==> src/rtl/scan_sequencer_4b.sv <==
// Index sequencer producing the registered select/enable pair for a 4-to-16 decoder.
// Walks first..last (mod 16) with a programmable dwell and an optional blank cycle.
module scan_sequencer_4b #(
  parameter int unsigned DWELL_W = 8,
  parameter int unsigned BLANK   = 1
) (
  input  logic               clk,
  input  logic               rst_n,
  input  logic               start,
  input  logic               stop,
  input  logic               cont,
  input  logic [3:0]         first,
  input  logic [3:0]         last,
  input  logic [DWELL_W-1:0] dwell,
  output logic [3:0]         sel,
  output logic               sel_en,
  output logic               busy,
  output logic               done,
  output logic               wrap
);

  localparam int unsigned IDX_W = 4;
  localparam bit          USE_GAP = (BLANK != 0);

  typedef enum logic [1:0] {
    IDLE = 2'd0,
    SCAN = 2'd1,
    GAP  = 2'd2
  } state_t;

  typedef struct packed {
    logic               cont;
    logic [IDX_W-1:0]   first;
    logic [IDX_W-1:0]   last;
    logic [DWELL_W-1:0] dwell;
  } cfg_t;

  state_t             state, state_nxt;
  cfg_t               cfg, cfg_nxt;
  logic [DWELL_W-1:0] cnt, cnt_nxt;
  logic [IDX_W-1:0]   sel_nxt;
  logic               sel_en_nxt, busy_nxt, done_nxt, wrap_nxt;

  // State, latched configuration, counter and all outputs are registered together.
  always_ff @(posedge clk or negedge rst_n) begin
    if (!rst_n) begin
      state  <= IDLE;
      cfg    <= '0;
      cnt    <= '0;
      sel    <= '0;
      sel_en <= 1'b0;
      busy   <= 1'b0;
      done   <= 1'b0;
      wrap   <= 1'b0;
    end else begin
      state  <= state_nxt;
      cfg    <= cfg_nxt;
      cnt    <= cnt_nxt;
      sel    <= sel_nxt;
      sel_en <= sel_en_nxt;
      busy   <= busy_nxt;
      done   <= done_nxt;
      wrap   <= wrap_nxt;
    end
  end

  // Next-state and next-output logic; stop always wins over completion and wrap.
  always_comb begin
    state_nxt  = state;
    cfg_nxt    = cfg;
    cnt_nxt    = cnt;
    sel_nxt    = sel;
    sel_en_nxt = 1'b0;
    busy_nxt   = 1'b0;
    done_nxt   = 1'b0;
    wrap_nxt   = 1'b0;

    case (state)
      IDLE: begin
        if (start && !stop) begin
          cfg_nxt.cont  = cont;
          cfg_nxt.first = first;
          cfg_nxt.last  = last;
          cfg_nxt.dwell = dwell;
          sel_nxt       = first;
          cnt_nxt       = dwell;
          state_nxt     = SCAN;
          sel_en_nxt    = 1'b1;
          busy_nxt      = 1'b1;
        end
      end

      SCAN: begin
        if (stop) begin
          state_nxt = IDLE;
        end else if (cnt != '0) begin
          cnt_nxt    = cnt - DWELL_W'(1);
          sel_en_nxt = 1'b1;
          busy_nxt   = 1'b1;
        end else if (sel != cfg.last) begin
          sel_nxt    = IDX_W'(sel + IDX_W'(1));
          cnt_nxt    = cfg.dwell;
          busy_nxt   = 1'b1;
          state_nxt  = USE_GAP ? GAP : SCAN;
          sel_en_nxt = !USE_GAP;
        end else if (!cfg.cont) begin
          state_nxt = IDLE;
          done_nxt  = 1'b1;
        end else begin
          sel_nxt    = cfg.first;
          cnt_nxt    = cfg.dwell;
          wrap_nxt   = 1'b1;
          busy_nxt   = 1'b1;
          state_nxt  = USE_GAP ? GAP : SCAN;
          sel_en_nxt = !USE_GAP;
        end
      end

      GAP: begin
        if (stop) begin
          state_nxt = IDLE;
        end else begin
          state_nxt  = SCAN;
          sel_en_nxt = 1'b1;
          busy_nxt   = 1'b1;
        end
      end

      default: state_nxt = IDLE;
    endcase
  end

endmodule

==> config.mk <==
export PLATFORM = sky130hd
export DESIGN_NAME = scan_sequencer_4b
export DESIGN_NICKNAME = d
export VERILOG_FILES = /design/src/rtl/scan_sequencer_4b.sv
export SDC_FILE = /design/constraint.sdc
export NUM_CORES = 1
export LEC_CHECK = 0
export ABC_AREA = 1
export ABC_CLOCK_PERIOD_IN_PS = 1500
export CAP_MARGIN = 20
export CORE_MARGIN = 5
export CORE_UTILIZATION = 35
export DETAILED_ROUTE_END_ITERATION = 10
export GPL_TIMING_DRIVEN = 0
export MAX_ROUTING_LAYER = met4
export PLACE_DENSITY = 0.54
export SYNTH_ARGS = -nofsm -noshare
export SYNTH_HDL_FRONTEND = slang
export SYNTH_SLANG_ARGS = --single-unit
==> constraint.sdc <==
create_clock -name clk -period 1.5 [get_ports clk]
set_input_delay 0.225 -clock clk [delete_from_list [all_inputs] [get_ports clk]]
set_output_delay 0.225 -clock clk [all_outputs]
set_load 0.01 [all_outputs]
==> impl_metrics.toml, run 1 <==
[global_routing]
grt_pass1_wl_mm = 8.542
overflow = 0
use_met2_pct = 22.81
grt_use_total_pct = 15.22
met3_usage_pct = 3.327
antenna_found_initial = 0
grt_start_max_net_pins = 36
met1_usage_pct = 20.35
top_usage_layer = "met2"
grt_pass1_vias = 1747

[placement]
place_area_um2 = 2416
gp_congestion = 0.8159
port_buffers = 28
dp_hpwl_mm = 3.450
dp_slack_ns = -0.5656

[worst_setup_path]
critPathKind = "register to register"
critPathRequiredTime_ns = 1.68
crit_path_max_fanout = 6
startpoint_type = "register"
cp.arrival_ns = 1.67
end_kind = "register"

[floorplan]
core_um2 = 5608
placementRows = 27
initial_core_util_pct = 36.57
die_x_um = 86.55
die_h_um = 86.55
die-area_um2 = 7490
top_level_ports = 29

[power]
ir_worst_vdd_v = 0.0007741
p_sw_w = 0.002204
p_clk_share_pct = 13.7
p_int_w = 0.002921
netSwitchingFraction_pct = 43.01
power.leakage_nw = 1.495
combPwrFrac_pct = 54.8
p_seq_share_pct = 31.6
powerDensity_nw_per_um2 = 1814

[clock_network]
cts_inserted_buffers = 5
cts_tree = "yes"
cts-hold-fix-buffers = 0
clk_pin_slew_ns = 0.07
cts.sinks = 35
clock_path_buffers = 2
clockRootBuffer = "clkbuf_8"
clock_latency_ns = 0.29
cts_max_level = 2

[cells_and_area]
areaGrowthSynthToFinish_pct = 37.77
nets = 350
fillCellCount = 584
fin_util_pct = 50.38
drive_gt1_share_pct = 26.99
antenna_cells = 0
fin_area_um2 = 2825

[route]
ant_nets = 0
via_per_inst = 4.636
vias = 1845
drc = 0
drt_first_pass_iters = 4
drt-total-wl_mm = 5.146
first_iter_violations = 61
drt-wirelength-per-cell_um = 12.93

[timing]
fin_tns_setup_ns = 0
rsz0062_at_grt = "true"
finalMaxSlewViolations = 0
final.min_clock_period_ns = 1.492
maxSlewHeadroom_pct = 46.32
fin_crit_sh_pct = 99.44
fin_skew_ns = 0.003717
fin_ws_ns = 0.008341
final-hold-violation-count = 0
worst_pin_slew_ns = 0.8053
fmax_mhz = 670.4
setup_viol = 0

[logic_synthesis]
yosys_warnings = 0
netlist_area_um2 = 2051
yosysSeqAreaShare_pct = 42.71
ys_types = 27
synthTopCellsByCount = "97 x nand2_1, 35 x dfrtp_1, 29 x inv_1, 29 x nand3_1, 22 x nor2_1"
syn-num-nets = 294
netlist_instances = 270
synth.most_common_cell = "nand2_1"
synth_top_area_share_pct = 42.71
syn_avg_cell_area_um2 = 7.595
synth-edff-count = 0
ys.flop_type = "dfrtp_1"
synthArstFlopShare_pct = 100.0
ys_ff_latch = 35
ys_top_cells_by_area = "dfrtp_1 43%, nand2_1 18%, nand3_1 7.1%, inv_1 5.3%, nor2_1 4.0%"
post-synth-top-area-cell = "dfrtp_1"

[hold_path]
min_path_type = "input pin to async pin"

[status]
outcome = "finished, final reports clean"

[job]
max-cap-violations = 0
state kept, by name, indices dropped and copies added (netlist names):
register / cells
cfg: 17
cnt: 8
sel: 4
state: 2
busy: 1
done: 1
sel_en: 1
wrap: 1
per-stage QoR:
stage / hold slack (ns) / total power, W / cells
finish: 0.02659 / 0.005125 / 398
global route: 0.08855 / 0.005568 / 398
CTS: 0.04706 / 0.004863 / 391
detailed placement: 0.3625 / 0.003840 / 370
global placement: 0.4827 / 0.003811 / 370
floorplan: -0.07059 / 0.003207 / 270
worst paths after layout:
kind                            slack (ns)      end     from  cells after the start
worst max-delay path                 0.008   cnt[5]   sel[1]                      9
worst min-delay path                  0.03   cfg[8]    rst_n                      1
worst max register to register       0.008   cnt[5]   sel[1]                      9
worst min register to register        0.50  cfg[15]  cfg[15]                      1
max in group asynchronous             0.91   cnt[3]    rst_n                      1
min in group clk                      0.50  cfg[15]  cfg[15]                      1
power groups by stage:
stage	combinational [W]	clock, W	sequential, W
final	0.00281	0.000701	0.00162
after detailed placement	0.00221	0	0.00163
after CTS	0.00254	0.000726	0.00160
after global placement	0.00218	0	0.00163
after floorplan	0.00161	0	0.00159
after global routing	0.00314	0.000763	0.00167
cells in the final DEF (no fill, tap or decap), types with 4 or more instances in the layout:
cell and count:
nor2_1 19, nand2_2 8, a21oi_1 12, dfrtp_2 5, inv_1 23, inv_2 8, nand3_1 24, dlymetal6s2s_1 4
clkdlybuf4s50_1 23, dfrtp_1 30, nand2_4 5, buf_6 4, nand3_2 5, buf_4 19, nand3b_1 4, clkbuf_8 6
nand2_1 89, mux2_2 6
critical path: stages, from the launching register on:
cell and delay, ns:
dfrtp_2 0.44, nand2_2 0.08, nand2_2 0.06, nor2_4 0.18, nand2_8 0.09, nor2_8 0.13, nand3_4 0.13, buf_4 0.16
nand3_1 0.07, nand2_1 0.05
metal layers:
layer | vias up | wire, µm
met5 | - | 0
met4 | 0 | 57
met3 | 7 | 251
met2 | 36 | 2329
met1 | 839 | 2508
li1 | 963 | -
logic make-up (layout without fill, tap and decap cells):
| kind of cell | Yosys count | count (layout) | share of synthesized area, % |
|---|---|---|---|
| AOI/OAI and AO/OA | 16 | 16 | 4.393 |
| DFF | 35 | 35 | 42.71 |
| buffers and inverters | 37 | 93 | 6.955 |
| adders and majority gates | 3 | 3 | 1.831 |
| xor gates and xnor gates | 3 | 3 | 1.282 |
| muxes | 6 | 6 | 3.294 |
| and+or+nand+nor | 170 | 170 | 39.54 |
area by class of cell:
class                      count  area, µm²  share of cell area (%)
sequential                    35      882.1                   31.22
tap                           72      90.09                   3.189
buffer                         6      45.04                   1.594
clock inverter                 1      5.005                  0.1771
clock buffer                   6      82.58                   2.923
inverter                      31      116.4                   4.119
timing repair buffer          49      462.9                   16.39
multi-input combinational    198       1141                   40.39
timing repair:
item | 4_1_cts | 5_1_grt
resized for setup | 22 | 33
buffers inserted | 13 | 7
pin swaps | 6 | 13
endpoints found under the hold margin | 0 | 0
setup endpoints to repair | 36 | 25
cloned | 1 | 0
No activity file was read; power rests on OpenSTA's default activity.
==> run 2, diff against run 1 <==
--- a/config.mk
+++ b/config.mk
@@ -14,6 +14,7 @@
 export GPL_TIMING_DRIVEN = 0
 export MAX_ROUTING_LAYER = met4
 export PLACE_DENSITY = 0.54
+export SKIP_CTS_REPAIR_TIMING = 1
 export SYNTH_ARGS = -nofsm -noshare
 export SYNTH_HDL_FRONTEND = slang
 export SYNTH_SLANG_ARGS = --single-unit
==> impl_metrics.toml, run 2 (same netlist as run 1, synthesis figures left out) <==
[status]
outcome = "finished, violations left"
violations = "negative setup slack"

[placement]
placed_cells_incl_taps = 370
place_area_um2 = 2416
port_buffers = 28
gp_congestion = 0.8159
dp_hpwl_mm = 3.450

[cells_and_area]
stdcell_count = 399
areaGrowthSynthToFinish_pct = 36.91
top_register = "cfg"
nets = 351
drive_gt1_share_pct = 24.77
antenna_cells = 0
largest_reg_flops = 17
layout_commonest_cell = "nand2_1"
fin_util_pct = 50.07
largestRegisters = "cfg: 17 flops, cnt: 8 flops, sel: 4 flops"
final_cell_mix = "88 x nand2_1, 30 x dfrtp_1, 28 x nand3_1, 26 x inv_1, 23 x clkdlybuf4s50_1"
fin_area_um2 = 2808

[timing]
rsz0062_at_grt = "true"
final.min_clock_period_ns = 1.520
fmax_mhz = 657.9
hold_slack_ns = 0.01483
final-hold-violation-count = 0
fin_ws_ns = -0.01992
setup_viol = 9
fin_crit_sh_pct = 101.3
fin_skew_ns = 0.004632
maxSlewHeadroom_pct = 46.79
finalMaxSlewViolations = 0
worst_pin_slew_ns = 0.7981

[global_routing]
antenna_found_initial = 0
grt_start_max_net_pins = 36
overflow = 0
grt_use_total_pct = 14.69
grt_pass1_wl_mm = 8.211
grt_pass1_vias = 1677

[floorplan]
initial_core_util_pct = 36.57
die_h_um = 86.55
die_x_um = 86.55
core_um2 = 5608
placementRows = 27
die-area_um2 = 7490
top_level_ports = 29

[worst_setup_path]
critPathKind = "register to register"
cp.arrival_ns = 1.74
crit_chain = "nand2_1, nand2_2, nor2_8, nand2_8, nor2_8, nand3_4, buf_4, nor2_1"
reg2reg_from = "sel[3]"
reg2reg_depth = 8
end_kind = "register"
critPathTopFamily = "simple AND/OR/NAND/NOR gates"
cp_slowest_stage_delay_ns = 0.45
cp_num_buf_inv = 1
startpoint_type = "register"
r2r-end = "done"
critPathRequiredTime_ns = 1.72
critical_path.most_common_cell = "nor2_8"
r2r_slack_ns = -0.02
critPathSlowestCell = "dfrtp_2"
crit_path_max_fanout = 5

[job]
max-cap-violations = 0

[power]
ir_worst_vdd_v = 0.0007732
power.leakage_nw = 1.487
powerDensity_nw_per_um2 = 1823

[route]
via_per_inst = 4.694
drc = 0
first_iter_violations = 99
drt-total-wl_mm = 5.308
drt_first_pass_iters = 4
ant_nets = 0
drt-wirelength-per-cell_um = 13.30
vias = 1873

[clock_network]
clock_path_buffers = 2
cts_inserted_buffers = 5
clockRootBuffer = "clkbuf_8"
clock_latency_ns = 0.29
cts_max_level = 2
clk_pin_slew_ns = 0.07
cts.sinks = 35
cts_tree = "yes"

[hold_path]
min_path_type = "input pin to async pin"
## run 2: report_power, final
group | switching (W) | internal [W]
registers | 0.000309 | 0.00132
clock network | 0.000342 | 0.000360
logic | 0.00155 | 0.00123
total | 0.00220 | 0.00292
## run 2: worst register-to-register path, stage by stage, from the launching register on
cell and delay, ns:
dfrtp_2 0.45, nand2_1 0.09, nand2_2 0.08, nor2_8 0.18, nand2_8 0.09, nor2_8 0.16
nand3_4 0.15, buf_4 0.17, nor2_1 0.08
## run 2: how the worst max path moves through the flow
| stage | from | endpoint | slack (ns) | depth (start not counted) |
|---|---|---|---|---|
| after global routing | cnt[1] | cnt[6] | -0.10 | 11 |
| after floorplan | cnt[0] | sel[0] | 0.03 | 8 |
| after CTS | stop | busy | -0.24 | 6 |
| final | sel[3] | done | -0.02 | 8 |
| after global placement | rst_n | cnt[6] | -0.67 | 1 |
| after detailed placement | stop | busy | -0.57 | 6 |
## run 2: area by class of cell
| class | instances | area [µm²] |
|---|---|---|
| Buffer | 6 | 45.04 |
| Clock buffer | 6 | 82.58 |
| Clock inverter | 1 | 5.005 |
| Fill cell | 577 | 2800 |
| Inverter | 31 | 116.4 |
| Multi-Input combinational cell | 199 | 1144 |
| Sequential cell | 35 | 882.1 |
| Tap cell | 72 | 90.09 |
| Timing Repair Buffer | 49 | 442.9 |
## run 2: routing by layer
metal  up-vias  share of wire [%]  wire (µm)  track usage (%)
li1        971                  -          -                -
met1       866                 49       2625            19.47
met4         0                1.0         53            5.099
met5         -                  0          0                -
met2        30                 46       2455            22.04
met3         6                3.3        174            3.327
## run 2: stage by stage
stage                     power (W)  setup slack, ns  setup TNS [ns]
after floorplan            0.003207          0.02706               0
final                      0.005119         -0.01992         -0.1197
after global routing       0.005554          -0.1050          -1.130
after detailed placement   0.003840          -0.5656          -12.66
after CTS                  0.004558          -0.2366          -5.934
after global placement     0.003811          -0.6681          -35.20
